==> config.mk <==
export PLATFORM = sky130hd
export DESIGN_NAME = imem_stream_loader
export DESIGN_NICKNAME = d
export VERILOG_FILES = /design/src/rtl/imem_stream_loader.sv
export SDC_FILE = /design/constraint.sdc
export NUM_CORES = 1
export LEC_CHECK = 0
export ABC_AREA = 0
export BUFFER_PORTS_ARGS = -buffer_cell sky130_fd_sc_hd__buf_4
export CORE_ASPECT_RATIO = 0.8
export CORE_UTILIZATION = 40
export DETAILED_ROUTE_END_ITERATION = 6
export PLACE_DENSITY = 0.71
export SETUP_SLACK_MARGIN = 0.15
export SKIP_CTS_REPAIR_TIMING = 1
export SLEW_MARGIN = 20
export SYNTH_ARGS = -nofsm -noshare
export SYNTH_HDL_FRONTEND = slang
export SYNTH_SLANG_ARGS = --single-unit
==> constraint.sdc <==
create_clock -name clk -period 4.6 [get_ports clk]
set_input_delay 0.92 -clock clk [delete_from_list [all_inputs] [get_ports clk]]
set_output_delay 0.92 -clock clk [all_outputs]
set_load 0.005 [all_outputs]
==> src/rtl/imem_stream_loader.sv <==
// Boot loader: assembles a byte stream into little-endian 32-bit words, writes them to
// instruction memory and releases the core only after the image checksum matches.
module imem_stream_loader #(
  parameter int ADDR_W    = 8,
  parameter int MAX_WORDS = 256
) (
  input  logic              clk,
  input  logic              reset,
  input  logic              start,
  input  logic              in_valid,
  input  logic [7:0]        in_data,
  output logic              in_ready,
  output logic              mem_we,
  output logic [ADDR_W-1:0] mem_addr,
  output logic [31:0]       mem_wdata,
  output logic              core_reset,
  output logic              busy,
  output logic              done,
  output logic              error
);

  typedef enum logic [2:0] {
    S_IDLE, S_HDR0, S_HDR1, S_DATA, S_CSUM, S_DONE, S_ERR
  } state_t;

  state_t      state, state_nxt;
  logic        xfer;
  logic        restart;
  logic        cnt_bad;
  logic        last_addr;
  logic [7:0]  cnt_lo;
  logic [15:0] cnt;
  logic [1:0]  byte_idx;
  logic [23:0] word_buf;
  logic [7:0]  csum;

  assign xfer      = in_valid & in_ready;
  assign restart   = start & ((state == S_IDLE) | (state == S_DONE) | (state == S_ERR));
  assign cnt_bad   = ({in_data, cnt_lo} == 16'd0) ||
                     (32'({in_data, cnt_lo}) > 32'(MAX_WORDS));
  assign last_addr = (32'(mem_addr) == (32'(cnt) - 32'd1));

  always_ff @(posedge clk or negedge reset) begin
    if (!reset) state <= S_IDLE;
    else        state <= state_nxt;
  end

  always_comb begin
    state_nxt = state;
    case (state)
      S_IDLE, S_DONE, S_ERR: if (start) state_nxt = S_HDR0;
      S_HDR0: if (xfer) state_nxt = S_HDR1;
      S_HDR1: if (xfer) state_nxt = cnt_bad ? S_ERR : S_DATA;
      // The strobe for the final word lands in CSUM, so the checksum byte may follow at once
      S_DATA: if (xfer && (byte_idx == 2'd3) && last_addr) state_nxt = S_CSUM;
      S_CSUM: if (xfer) state_nxt = (in_data == csum) ? S_DONE : S_ERR;
      default: state_nxt = S_IDLE;
    endcase
  end

  always_comb begin
    busy       = (state == S_HDR0) | (state == S_HDR1) | (state == S_DATA) | (state == S_CSUM);
    in_ready   = busy;
    done       = (state == S_DONE);
    error      = (state == S_ERR);
    core_reset = (state != S_DONE);
  end

  // Byte assembly stage -> memory write stage
  always_ff @(posedge clk or negedge reset) begin
    if (!reset) begin
      mem_we    <= 1'b0;
      mem_addr  <= '0;
      mem_wdata <= '0;
      cnt_lo    <= '0;
      cnt       <= '0;
      byte_idx  <= '0;
      word_buf  <= '0;
      csum      <= '0;
    end else begin
      mem_we <= 1'b0;
      if (restart) begin
        csum     <= '0;
        byte_idx <= '0;
        mem_addr <= '0;
      end
      if ((state == S_HDR0) && xfer) cnt_lo <= in_data;
      if ((state == S_HDR1) && xfer) begin
        cnt      <= {in_data, cnt_lo};
        mem_addr <= '0;
        byte_idx <= '0;
        csum     <= '0;
      end
      if ((state == S_DATA) && xfer) begin
        byte_idx <= byte_idx + 2'd1;
        csum     <= csum ^ in_data;
        word_buf <= {in_data, word_buf[23:8]};
        if (byte_idx == 2'd3) begin
          mem_we    <= 1'b1;
          mem_wdata <= {in_data, word_buf};
        end
      end
      // Hold the address on the final word so it never passes N-1
      if (mem_we && !last_addr) mem_addr <= mem_addr + 1'b1;
    end
  end

endmodule

==> metrics.md, run 1 <==
| Metric | Value |
|---|---|
| Outcome | `complete, no violations` |
| Cell count after synthesis | `441` |
| Crit path DAT | `3.29 ns` |
| Max-cap violations | `0` |
| Worst Reg-to-Reg Cells | `7` |
| CP Cell Sequence | `or4_1 > or4_1 > o32ai_1 > o311ai_1 > o31ai_4 > and2_1 > a211o_1` |
| Async SR Flop Fraction | `100%` |
| Antenna-violating nets left | `0` |
| Clock buffer count from CTS | `9` |
| # rows | `35` |
| Fmax | `~0.33 GHz` |
| Worst Path Max Fanout | `17` |
| Share of cells above drive strength 1 | `roughly 28%` |
| Post-route clock period utilization | `between 60% and 70%` |
| Min Tclk post-route | `3.01 ns` |
| First DRT Iteration DRCs | `around 190` |
| Yosys top cell area share | `about 54%` |
| Worst setup SP type | `flop` |
| Number of flops mapped to enable cells by yosys | `0` |
| Vias/cell | `between 5 and 6` |
| Initial antenna violation count | `0` |
| Clock Power Share | `22.1%` |
| Number of synthesis warnings | `0` |
| CTS max path bufs | `2` |
| GRT overflow | `0` |
| Core box area | `about 0.011 mm²` |
| Worst R2R Start | `cnt[3]$_DFFE_PN0P_` |
| H-Tree Depth | `3` |
| HPWL after detailed placement | `between 7000 and 8000 µm` |
| Critical path type | `flop to flop` |
| Initial Util | `between 40% and 50%` |
| Comb pwr share | `33.9%` |
| Clk slew on worst S/H paths | `0.08 ns` |
| Worst vdd ir | `0.292 mV` |
| Slew @ Worst Pin | `0.945 ns` |
| Hold crit path type | `flop to flop` |
| Post-route setup slack | `1.59 ns` |
| Synth Flop Type | `dfrtp_1` |
| R2r endpoint | `mem_addr[3]$_DFFE_PN0P_` |
| Area contributors post-synth | `dfrtp_1 (54%), mux2_2 (13%), nand2_1 (7.6%)` |
| Endpoints failing setup | `0` |
| Buffers on Ports | `between 50 and 60` |
| WHS Path Cells | `2` |
| Synth cell types | `53` |
| # clock sinks | `between 100 and 150` |
| Most used cell, CP | `or4_1` |
| Via count | `3,460` |
| WL final | `10,200 µm` |
| Die Y | `99.0 µm` |
| Netlist Area Pre-Place | `roughly 0.0047 mm²` |
| Drt drc | `0` |
| CP endpoint kind | `flop` |
| Drt first pass iters | `6` |
| GRT Total Usage | `18.0%` |
| RSZ-0062 raised after global routing | `false` |
| Die Area | `between 0.01 and 0.015 mm²` |
| Global-route wire length before repair | `17,100 µm` |
| WL/cell | `around 16 µm` |
| Pins Over Slew Limit | `0` |
| Dpl ws | `1.60 ns` |
| Total internal power | `2.34 mW` |
| Clock Skews | `0.0164 ns` |
| Clock Tree Root | `clkbuf_16` |
| Worst-skew pair later-pin latency | `0.34 ns` |
| Critical Path Max Stage Delay | `0.67 ns` |
| Routability cong. | `~0.9` |
| Hold Path End | `word_buf[4]$_DFFE_PN0P_` |
| Rel. slew slack | `37.0%` |
| Syn avg cell area | `between 10 and 15 µm²` |
| Nets@finish | `506` |
| Worst Hold Launch | `word_buf[4]$_DFFE_PN0P_` |
| Setup TNS | `0 ns` |
| Design Power | `3.58 mW` |
| Worst hold slack | `roughly 0.48 ns` |
| Pwr per Cell Area | `roughly 640 mW/mm²` |
| I/O pins | `58` |
| Synth Net Count | `456` |
| TritonCTS clock tree | `yes` |
| Crit path required time | `between 4 and 5 ns` |
| Worst reg-to-reg setup slack | `1.59 ns` |
| Psw | `1.24 mW` |
| Chip Width | `123 µm` |
| Leakage | `around 2.7 nW` |
| Sw frac | `34.7%` |
| # fillers | `around 1,100` |
| Final hold violation count | `0` |
| Pin count of the biggest net entering global routing | `76` |
| Reg power frac | `44.0%` |
| Critical-path cell with the highest stage delay | `or4_1` |
| Synth area leader | `dfrtp_1` |
| # diodes | `0` |
| Vias in the first global route | `3,361` |
| FF+latch count, synth | `102` |
| Area Overhead vs Synth | `18.4%` |
| Register area share after synthesis | `54.3%` |
cell usage after synthesis (2+ instances only):
cell type,instances
dfrtp_1,102
nand2_1,95
mux2_2,54
o21ai_0,27
nor2_1,21
clkbuf_1,17
xnor2_1,14
nor3_1,13
nand3_1,10
inv_1,9
a211o_1,7
nor4_1,7
xor2_1,5
a21oi_1,3
ha_1,3
nor2b_1,3
or3_1,3
or4_1,3
a2111oi_0,2
a31o_2,2
and2_1,2
buf_4,2
nand4_1,2
nor3b_1,2
o211ai_1,2
o22ai_1,2
o32ai_1,2
or2_2,2
cells in the final DEF, fill, tap and decap left out, types with 9 or more instances in the layout:
cell	synthesis	final
nand2_1	95	95
inv_1	9	9
buf_4	2	62
nor2_1	21	21
nand3_1	10	10
xnor2_1	14	14
nor3_1	13	12
o21ai_0	27	27
dfrtp_1	102	102
clkbuf_16	0	9
mux2_2	54	54
how the worst max path moves through the flow:
stage	start	to	cells past startpoint
finish	cnt[3]$_DFFE_PN0P_	mem_addr[3]$_DFFE_PN0P_	7
global route	cnt[0]$_DFFE_PN0P_	mem_addr[3]$_DFFE_PN0P_	9
detailed placement	cnt[3]$_DFFE_PN0P_	mem_addr[3]$_DFFE_PN0P_	7
floorplan	in_valid	mem_wdata[10]$_DFFE_PN0P_	6
global placement	cnt[3]$_DFFE_PN0P_	mem_addr[6]$_DFFE_PN0P_	7
CTS	cnt[3]$_DFFE_PN0P_	mem_addr[3]$_DFFE_PN0P_	7
logic make-up after synthesis:
group	count (synthesis)	share of synthesized area, %
AO/OA/AOI/OAI	59	8.59
XOR/XNOR	20	4.02
adder cells (fa/ha/maj)	3	0.798
buffers and inverters	33	3.01
flip-flops	102	54.3
multiplexers	55	13.1
AND/OR/NAND/NOR	169	16.2
state kept, by name, indices dropped and copies added, names as in the netlist:
name and flops:
cnt 16, byte_idx 2, word_buf 24, cnt_lo 8, mem_we 1, mem_wdata 32
csum 8, mem_addr 8, state 3
through the flow:
stage	cells	instance area (µm²)	utilization, %
after global placement	628	5260	45.8
after detailed placement	628	5260	45.8
after global routing	644	5570	48.5
final	644	5570	48.5
after floorplan	441	4700	-
after CTS	644	5570	48.5
cell type report:
cell class                      instances  area, µm²  area share [%]
Sequential cell                       102       2550            45.8
Tap cell                              148        185            3.33
Timing Repair Buffer                   62        465            8.36
Inverter                               10       37.5           0.674
Clock buffer                            9        225            4.04
Clock inverter                          7       87.6            1.57
Multi-Input combinational cell        306       2010            36.2
worst max-delay path: cells and delay by family (launching register included):
kind            cells  cell delay, ns
compound gates      4            1.06
flops               1            0.44
simple gates        3            1.46
power groups by stage:
stage	Clock, mW	Sequential [mW]	Combinational, mW
floorplan	0	1.49	0.832
global placement	0	1.57	1.16
detailed placement	0	1.59	1.21
CTS	0.809	1.58	1.22
global route	0.844	1.63	1.36
finish	0.791	1.57	1.21
metal layers:
layer | vias to the layer above | share of wire [%] | GRT usage, %
li1 | 1631 | - | -
met1 | 1718 | 47 | 25.2
met2 | 90 | 47 | 27.7
met3 | 21 | 4.4 | 3.82
met4 | 0 | 1.9 | 6.39
met5 | - | 0 | 0
No activity file was read; power rests on OpenSTA's default activity.
==> inputs of run 2 (changes only) <==
ABC_AREA = 1   (was 0)
PLACE_DENSITY = 0.73   (was 0.71)
clock period = 2.5 ns   (was 4.6 ns; I/O delays follow)
==> run 2 against run 1 <==
Effect of this change:
- via count is 13% higher
- non-clock buffer count is 1 higher
- critical endpoint is now in_ready
- synthesized cell count is 31% higher
- count of clock-buffer cells in the layout stayed put
- combinational power is 52% higher
- area after synthesis is 2.0% higher
- highest routed layer unchanged
- sequential share of layout area is 0.89 points lower
- sequential cell count stayed put
- total power is 60% higher
==> metrics.md, run 2 <==
| Metric | Value |
|---|---|
| Fmax | `0.461 GHz` |
| Outcome | `complete, no violations` |
| Register area share after synthesis | `53.2% (-1.1 points)` |
| Vias in the first global route | `3,666 (+9.1%)` |
| Initial antenna violation count | `0 (unchanged)` |
| WL/cell | `13.5 µm (-15%)` |
| Routability cong. | `0.872 (-2.1%)` |
| Setup TNS | `0 ns (unchanged)` |
| Critical path type | `flop to primary output` |
| Post-synth top cells | `nand2_1 (177), dfrtp_1 (102), o21ai_0 (75)` |
| Number of flops mapped to enable cells by yosys | `0 (unchanged)` |
| Psw | `2.16 mW (+74%)` |
| CTS max path bufs | `2 (unchanged)` |
| Routed length on met2 | `4660 µm (-3.1%)` |
| Synth area leader | `dfrtp_1` |
| First DRT Iteration DRCs | `325 (+68%)` |
| Clk slew on worst S/H paths | `0.07 ns (about the same)` |
| Global-route wire length before repair | `18,000 µm (+5.4%)` |
| FF/Latch Area | `0.00255 mm² (unchanged)` |
| Clock Tree Root | `clkbuf_16` |
| Core Util, Final | `48.9% (+0.40 points)` |
| WL final | `10,600 µm (+3.9%)` |
| Yosys top cell area share | `53.2% (-1.1 points)` |
| Worst vdd ir | `0.394 mV (+35%)` |
| Die Y | `100 µm (+0.97%)` |
| # rows | `35 (unchanged)` |
| Sw frac | `37.7% (+3.1 points)` |
| Slew @ Worst Pin | `0.512 ns (-0.434 ns)` |
| # diodes | `0 (unchanged)` |
| Hold crit path type | `input pin to async pin` |
| Pins Over Slew Limit | `0 (unchanged)` |
| Pwr per Cell Area | `1010 mW/mm² (+57%)` |
| Synth cell types | `33 (-38%)` |
| Max-cap violations | `0 (unchanged)` |
| Synth Net Count | `593 (+30%)` |
| Async SR Flop Fraction | `100% (unchanged)` |
| Post-route clock period utilization | `a little under 90%` |
| Area contributors post-synth | `dfrtp_1 (53%), nand2_1 (14%), o21ai_0 (7.8%)` |
| Max FFs per register | `32 (unchanged)` |
| Netlist Area Pre-Place | `0.00480 mm² (+2.0%)` |
| H-Tree Depth | `3 (unchanged)` |
| Design Power | `5.71 mW (+60%)` |
| Syn avg cell area | `8.30 µm² (-22%)` |
| Wire length on met1 | `5080 µm (+6.9%)` |
| Reg power frac | `42.3% (-1.7 points)` |
| Pin count of the biggest net entering global routing | `60 (-21%)` |
| Most flops, register | `mem_wdata` |
| Nets@finish | `649 (+28%)` |
| Number of synthesis warnings | `0 (unchanged)` |
| Buffers on Ports | `57 (unchanged)` |
| Crit path required time | `2.00 ns (-2.89 ns)` |
| # clock sinks | `102 (unchanged)` |
| Worst setup path start | `state[1]$_DFFE_PN0P_` |
| Synth Flop Type | `dfrtp_1` |
| Clock buffer count from CTS | `9 (unchanged)` |
| DR top layer | `met4` |
| FF+latch count, synth | `102 (unchanged)` |
| Drt first pass iters | `5 (-1)` |
| Top Registers | `mem_wdata (32), word_buf (24), cnt (16)` |
| Crit path DAT | `1.67 ns (-1.62 ns)` |
| GRT overflow | `0 (unchanged)` |
| Antenna-violating nets left | `0 (unchanged)` |
| Comb pwr share | `32.3% (-1.6 points)` |
| Final std cells w/o fill | `787 (+22%)` |
| Final instance area | `0.00568 mm² (+2.0%)` |
| Core box area | `0.0116 mm² (+1.1%)` |
| Final hold violation count | `0 (unchanged)` |
| I/O pins | `58 (unchanged)` |
| Worst R2R Start | `cnt[0]$_DFFE_PN0P_` |
| Cell count after synthesis | `578 (+31%)` |
| Min Tclk post-route | `2.17 ns` |
| Die Area | `0.0124 mm² (+2.0%)` |
| Worst Path Max Fanout | `5 (-12)` |
| CP endpoint kind | `primary output` |
| Placed cell areas | `0.00536 mm² (+2.0%)` |
| Leakage | `2.93 nW (+8.1%)` |
| Met3 WL post-DR | `708 µm (+59%)` |
| Worst-skew pair later-pin latency | `0.35 ns (about the same)` |
| Clock Power Share | `25.5% (+3.4 points)` |
| # fillers | `1,108 (+4.1%)` |
| Vias/cell | `4.95 (-7.9%)` |
| Rel. slew slack | `65.9% (+29 points)` |
| Area Overhead vs Synth | `18.4% (about the same)` |
| Most common cell in the netlist | `nand2_1` |
| Chip Width | `124 µm (+0.97%)` |
| HPWL after detailed placement | `7770 µm (+10%)` |
| Multi-input logic area | `0.00187 mm² (-7.3%)` |
| Most frequent cells in the layout | `nand2_1 (177), dfrtp_1 (102), o21ai_0 (75)` |
| RSZ-0062 raised after global routing | `false` |
| TritonCTS clock tree | `yes` |
| GRT Total Usage | `18.2% (+0.17 points)` |
| Worst setup SP type | `flop` |
| Initial Util | `41.3% (+0.34 points)` |
| Clock Skews | `0.00803 ns (-0.00835 ns)` |
| Via count | `3,893 (+13%)` |
| Share of cells above drive strength 1 | `17.2% (-11 points)` |
| Commonest non-fill, non-tap cell in the layout | `nand2_1` |
| Drt drc | `0 (unchanged)` |
| Total internal power | `3.56 mW (+52%)` |
| Endpoints failing setup | `0 (unchanged)` |
| Placed instance count | `771 (+23%)` |
## run 2: cell types whose count changed in the layout (fill, tap and decap cells not counted), sizes merged, moves of 6 or more
cell,before,now
xor2,5,15
xnor2,14,3
mux2,54,0
inv,14,74
nor2,21,30
nand3,10,40
o21ai,27,85
nor3,13,7
nand2,95,187
a211o,7,0
## run 2: power groups by stage
stage / combinational [mW] / sequential [mW] / clock, mW
after floorplan: 1.43 / 2.35 / 0
after global placement: 1.77 / 2.42 / 0
after detailed placement: 1.83 / 2.44 / 0
after CTS: 1.85 / 2.41 / 1.49
after global routing: 2.14 / 2.47 / 1.55
final: 1.84 / 2.41 / 1.45
## run 2: logic make-up (layout without fill, tap and decap cells)
| logic type | count (synthesis) | count (layout) | synth area share, % |
|---|---|---|---|
| AND/OR/NAND/NOR | 274 | 274 | 24.8 |
| flip-flops | 102 | 102 | 53.2 |
| buffers and inverters | 90 | 151 | 7.88 |
| adder cells (fa/ha/maj) | 3 | 3 | 0.783 |
| XOR/XNOR | 18 | 18 | 3.29 |
| AO/OA/AOI/OAI | 91 | 91 | 10.0 |
## run 2: stage by stage
stage | hold WS, ns | worst slack, ns
finish | 0.00159 | 0.330
floorplan | 0.204 | 0.649
CTS | -0.00400 | 0.325
detailed placement | 0.372 | 0.438
global placement | 0.373 | 0.505
global route | 0.00454 | 0.182
## run 2: path summary, 6_finish.rpt
check,end,slack [ns],depth (start not counted)
max in group asynchronous,cnt_lo[6]$_DFFE_PN0P_,1.90,2
min in group clk,mem_wdata[2]$_DFFE_PN0P_,0.47,2
max,in_ready,0.33,8
max reg2reg,state[2]$_DFFE_PN0P_,0.41,13
min,mem_addr[6]$_DFFE_PN0P_,0.002,1
min reg2reg,mem_wdata[2]$_DFFE_PN0P_,0.47,2
## run 2: cell type report
| cell class | count | area share (%) |
|---|---|---|
| clock inverter | 7 | 1.61 |
| multi-input combinational | 386 | 32.9 |
| inverter | 72 | 4.78 |
| clock buffer | 9 | 3.97 |
| timing repair buffer | 63 | 8.55 |
| sequential | 102 | 45.0 |
| tap | 148 | 3.26 |
## run 2: critical path, stage by stage (launching register included)
cell,delay (ns)
dfrtp_1,0.42
inv_1,0.11
nor2_1,0.05
inv_1,0.11
nor2_2,0.07
or2_2,0.27
inv_1,0.07
nand2_1,0.09
buf_4,0.15
## run 2: layer usage
layer / vias up / global-route usage (%)
met2: 114 / 27.3
met4: 0 / 5.56
met5: - / 0
met1: 1830 / 26.2
li1: 1935 / -
met3: 14 / 4.26
==> inputs of run 3 (changes only) <==
CELL_PAD_IN_SITES_DETAIL_PLACEMENT = 0   (was default)
CELL_PAD_IN_SITES_GLOBAL_PLACEMENT = 1   (was default)
CORE_UTILIZATION = 39   (was 40)
PLACE_DENSITY = 0.87   (was 0.73)
==> run 3 against run 2 <==
Effect of this change:
- first-iteration DRC count fell by 26%
- worst setup slack better by 0.020 ns
- critical path depth unchanged
- critical path type unchanged
- largest cell class unchanged
==> metrics.md, run 3 (synthesized netlist as in run 2, its figures left out) <==
| Metric | Value |
|---|---|
| Outcome | `complete, no violations` |
| Pins Over Slew Limit | `0 (unchanged)` |
| Most flops, register | `mem_wdata` |
| First DRT Iteration DRCs | `242 (-26%)` |
| Antenna-violating nets left | `0 (unchanged)` |
| Most used cell, CP | `inv_1` |
| WL final | `10,400 µm (-1.6%)` |
| GRT overflow | `0 (unchanged)` |
| I/O pins | `58 (unchanged)` |
| RSZ-0062 raised after global routing | `false` |
| Die Area | `0.0128 mm² (+2.5%)` |
| Worst Reg-to-Reg Cells | `15 (+2)` |
| Clk slew on worst S/H paths | `0.07 ns (about the same)` |
| Chip Width | `126 µm (+1.3%)` |
| Buffers on Ports | `57 (unchanged)` |
| Critical-path cell with the highest stage delay | `dfrtp_1` |
| Hold crit path type | `input pin to async pin` |
| Clock Tree Root | `clkbuf_16` |
| Pin count of the biggest net entering global routing | `60 (unchanged)` |
| Vias in the first global route | `3,614 (-1.4%)` |
| CTS max path bufs | `2 (unchanged)` |
| Critical path type | `flop to primary output` |
| Initial Util | `40.9% (-0.46 points)` |
| H-Tree Depth | `3 (unchanged)` |
| Clock Skews | `0.00520 ns (-0.00284 ns)` |
| Worst hold slack | `0.140 ns (+0.139 ns)` |
| GRT Total Usage | `17.4% (-0.82 points)` |
| Max-cap violations | `0 (unchanged)` |
| # rows | `35 (unchanged)` |
| Drt first pass iters | `5 (unchanged)` |
| Clock buffer count from CTS | `9 (unchanged)` |
| Post-route clock period utilization | `86.0% (-0.80 points)` |
| R2r endpoint | `state[2]$_DFFE_PN0P_` |
| Via count | `3,796 (-2.5%)` |
| Min Tclk post-route | `2.15 ns (-0.0201 ns)` |
| HPWL after detailed placement | `7810 µm (+0.59%)` |
| Final hold violation count | `0 (unchanged)` |
| Crit path DAT | `1.65 ns (-0.02 ns)` |
| Worst reg-to-reg setup slack | `0.37 ns (-0.04 ns)` |
| Initial antenna violation count | `0 (unchanged)` |
| Nets@finish | `650 (+0.15%)` |
| Setup TNS | `0 ns (unchanged)` |
| Worst Path Max Fanout | `5 (unchanged)` |
| TritonCTS clock tree | `yes` |
| Top Registers | `mem_wdata (32), word_buf (24), cnt (16)` |
| Die Y | `101 µm (+1.3%)` |
| Share of cells above drive strength 1 | `17.3% (+0.13 points)` |
| Endpoints failing setup | `0 (unchanged)` |
| Critical Path Max Stage Delay | `0.43 ns (about the same)` |
| CP endpoint kind | `primary output` |
| Global-route wire length before repair | `17,400 µm (-3.2%)` |
| Worst R2R Start | `cnt[0]$_DFFE_PN0P_` |
| Pwr per Cell Area | `1000 mW/mm² (about the same)` |
| Max FFs per register | `32 (unchanged)` |
| # fillers | `1,083 (-2.3%)` |
| Commonest non-fill, non-tap cell in the layout | `nand2_1` |
| Routability cong. | `0.823 (-5.6%)` |
| Worst setup SP type | `flop` |
| Crit path required time | `2.00 ns (about the same)` |
| # clock sinks | `102 (unchanged)` |
| Drt drc | `0 (unchanged)` |
| Slew @ Worst Pin | `0.550 ns (+0.0387 ns)` |
| WL/cell | `13.2 µm (-1.7%)` |
| Design Power | `5.71 mW (about the same)` |
| Core box area | `0.0117 mm² (+1.1%)` |
| Worst-skew pair later-pin latency | `0.34 ns (about the same)` |
| # diodes | `0 (unchanged)` |
| Leakage | `2.93 nW (+0.11%)` |
| FF/Latch Area | `0.00255 mm² (unchanged)` |
| Vias/cell | `4.82 (-2.6%)` |
| CP Cell Sequence | `inv_1 > nor2_1 > inv_1 > nor2_2 > or2_2 > inv_1 > nand2_1 > buf_4` |
| Area Overhead vs Synth | `18.4% (about the same)` |
| Most frequent cells in the layout | `nand2_1 (177), dfrtp_1 (102), o21ai_0 (75)` |
| Multi-input logic area | `0.00187 mm² (unchanged)` |
| Rel. slew slack | `63.3% (-2.6 points)` |
| Worst vdd ir | `0.462 mV (+17%)` |
| Fmax | `0.465 GHz (+0.93%)` |
[run 3: cell types whose count changed in the layout (fill, tap and decap cells not counted), sizes merged]
cell    delta
buf        +1
clkinv     -1
inv        +1
[run 3: stage by stage]
| step | cells | cell area (µm²) | setup slack [ns] | utilization, % |
|---|---|---|---|---|
| 6_report | 788 | 5680 | 0.350 | 48.4 |
| 5_1_grt | 788 | 5680 | 0.162 | 48.4 |
| 4_1_cts | 788 | 5680 | 0.323 | 48.4 |
| 3_5_place_dp | 772 | 5370 | 0.389 | 45.7 |
| 3_3_place_gp | 772 | 5370 | 0.466 | 45.7 |
| 2_1_floorplan | 578 | 4800 | 0.649 | - |
[run 3: worst max-delay path by stage]
stage	startpoint	to	cells after the start
final	state[1]$_DFFE_PN0P_	in_ready	8
after global placement	cnt[0]$_DFFE_PN0P_	state[0]$_DFFE_PN0P_	17
after global routing	cnt[0]$_DFFE_PN0P_	state[0]$_DFFE_PN0P_	15
after CTS	state[1]$_DFFE_PN0P_	in_ready	8
after detailed placement	cnt[0]$_DFFE_PN0P_	state[2]$_DFFE_PN0P_	15
after floorplan	cnt[0]$_DFFE_PN0P_	mem_addr[0]$_DFFE_PN0P_	17
[run 3: area by class of cell]
class | instances | share of cell area (%)
clock buffers | 9 | 3.96
well taps | 148 | 3.26
flip-flops and latches | 102 | 44.9
multi-input cells | 386 | 32.9
inverters | 72 | 4.78
clock inverters | 7 | 1.52
repair buffers | 64 | 8.68
[run 3: report_power, final]
group          internal [mW]  total (mW)  switching [mW]
Sequential              2.07        2.42           0.343
Clock                  0.800        1.45           0.655
Combinational          0.682        1.84            1.15
[run 3: metal layers]
metal  up-vias  share of wire (%)  GRT usage (%)
met5         -                  0              0
met4         0               0.73           3.71
met3         6                4.6           4.70
met2        74                 45           26.9
met1      1780                 50           24.7
li1       1936                  -              -
[run 3: critical path, delay by kind of cell, from the launching register on]
kind,cells,cell delay (ns)
simple gates,4,0.45
buf+inv,4,0.42
flops,1,0.43
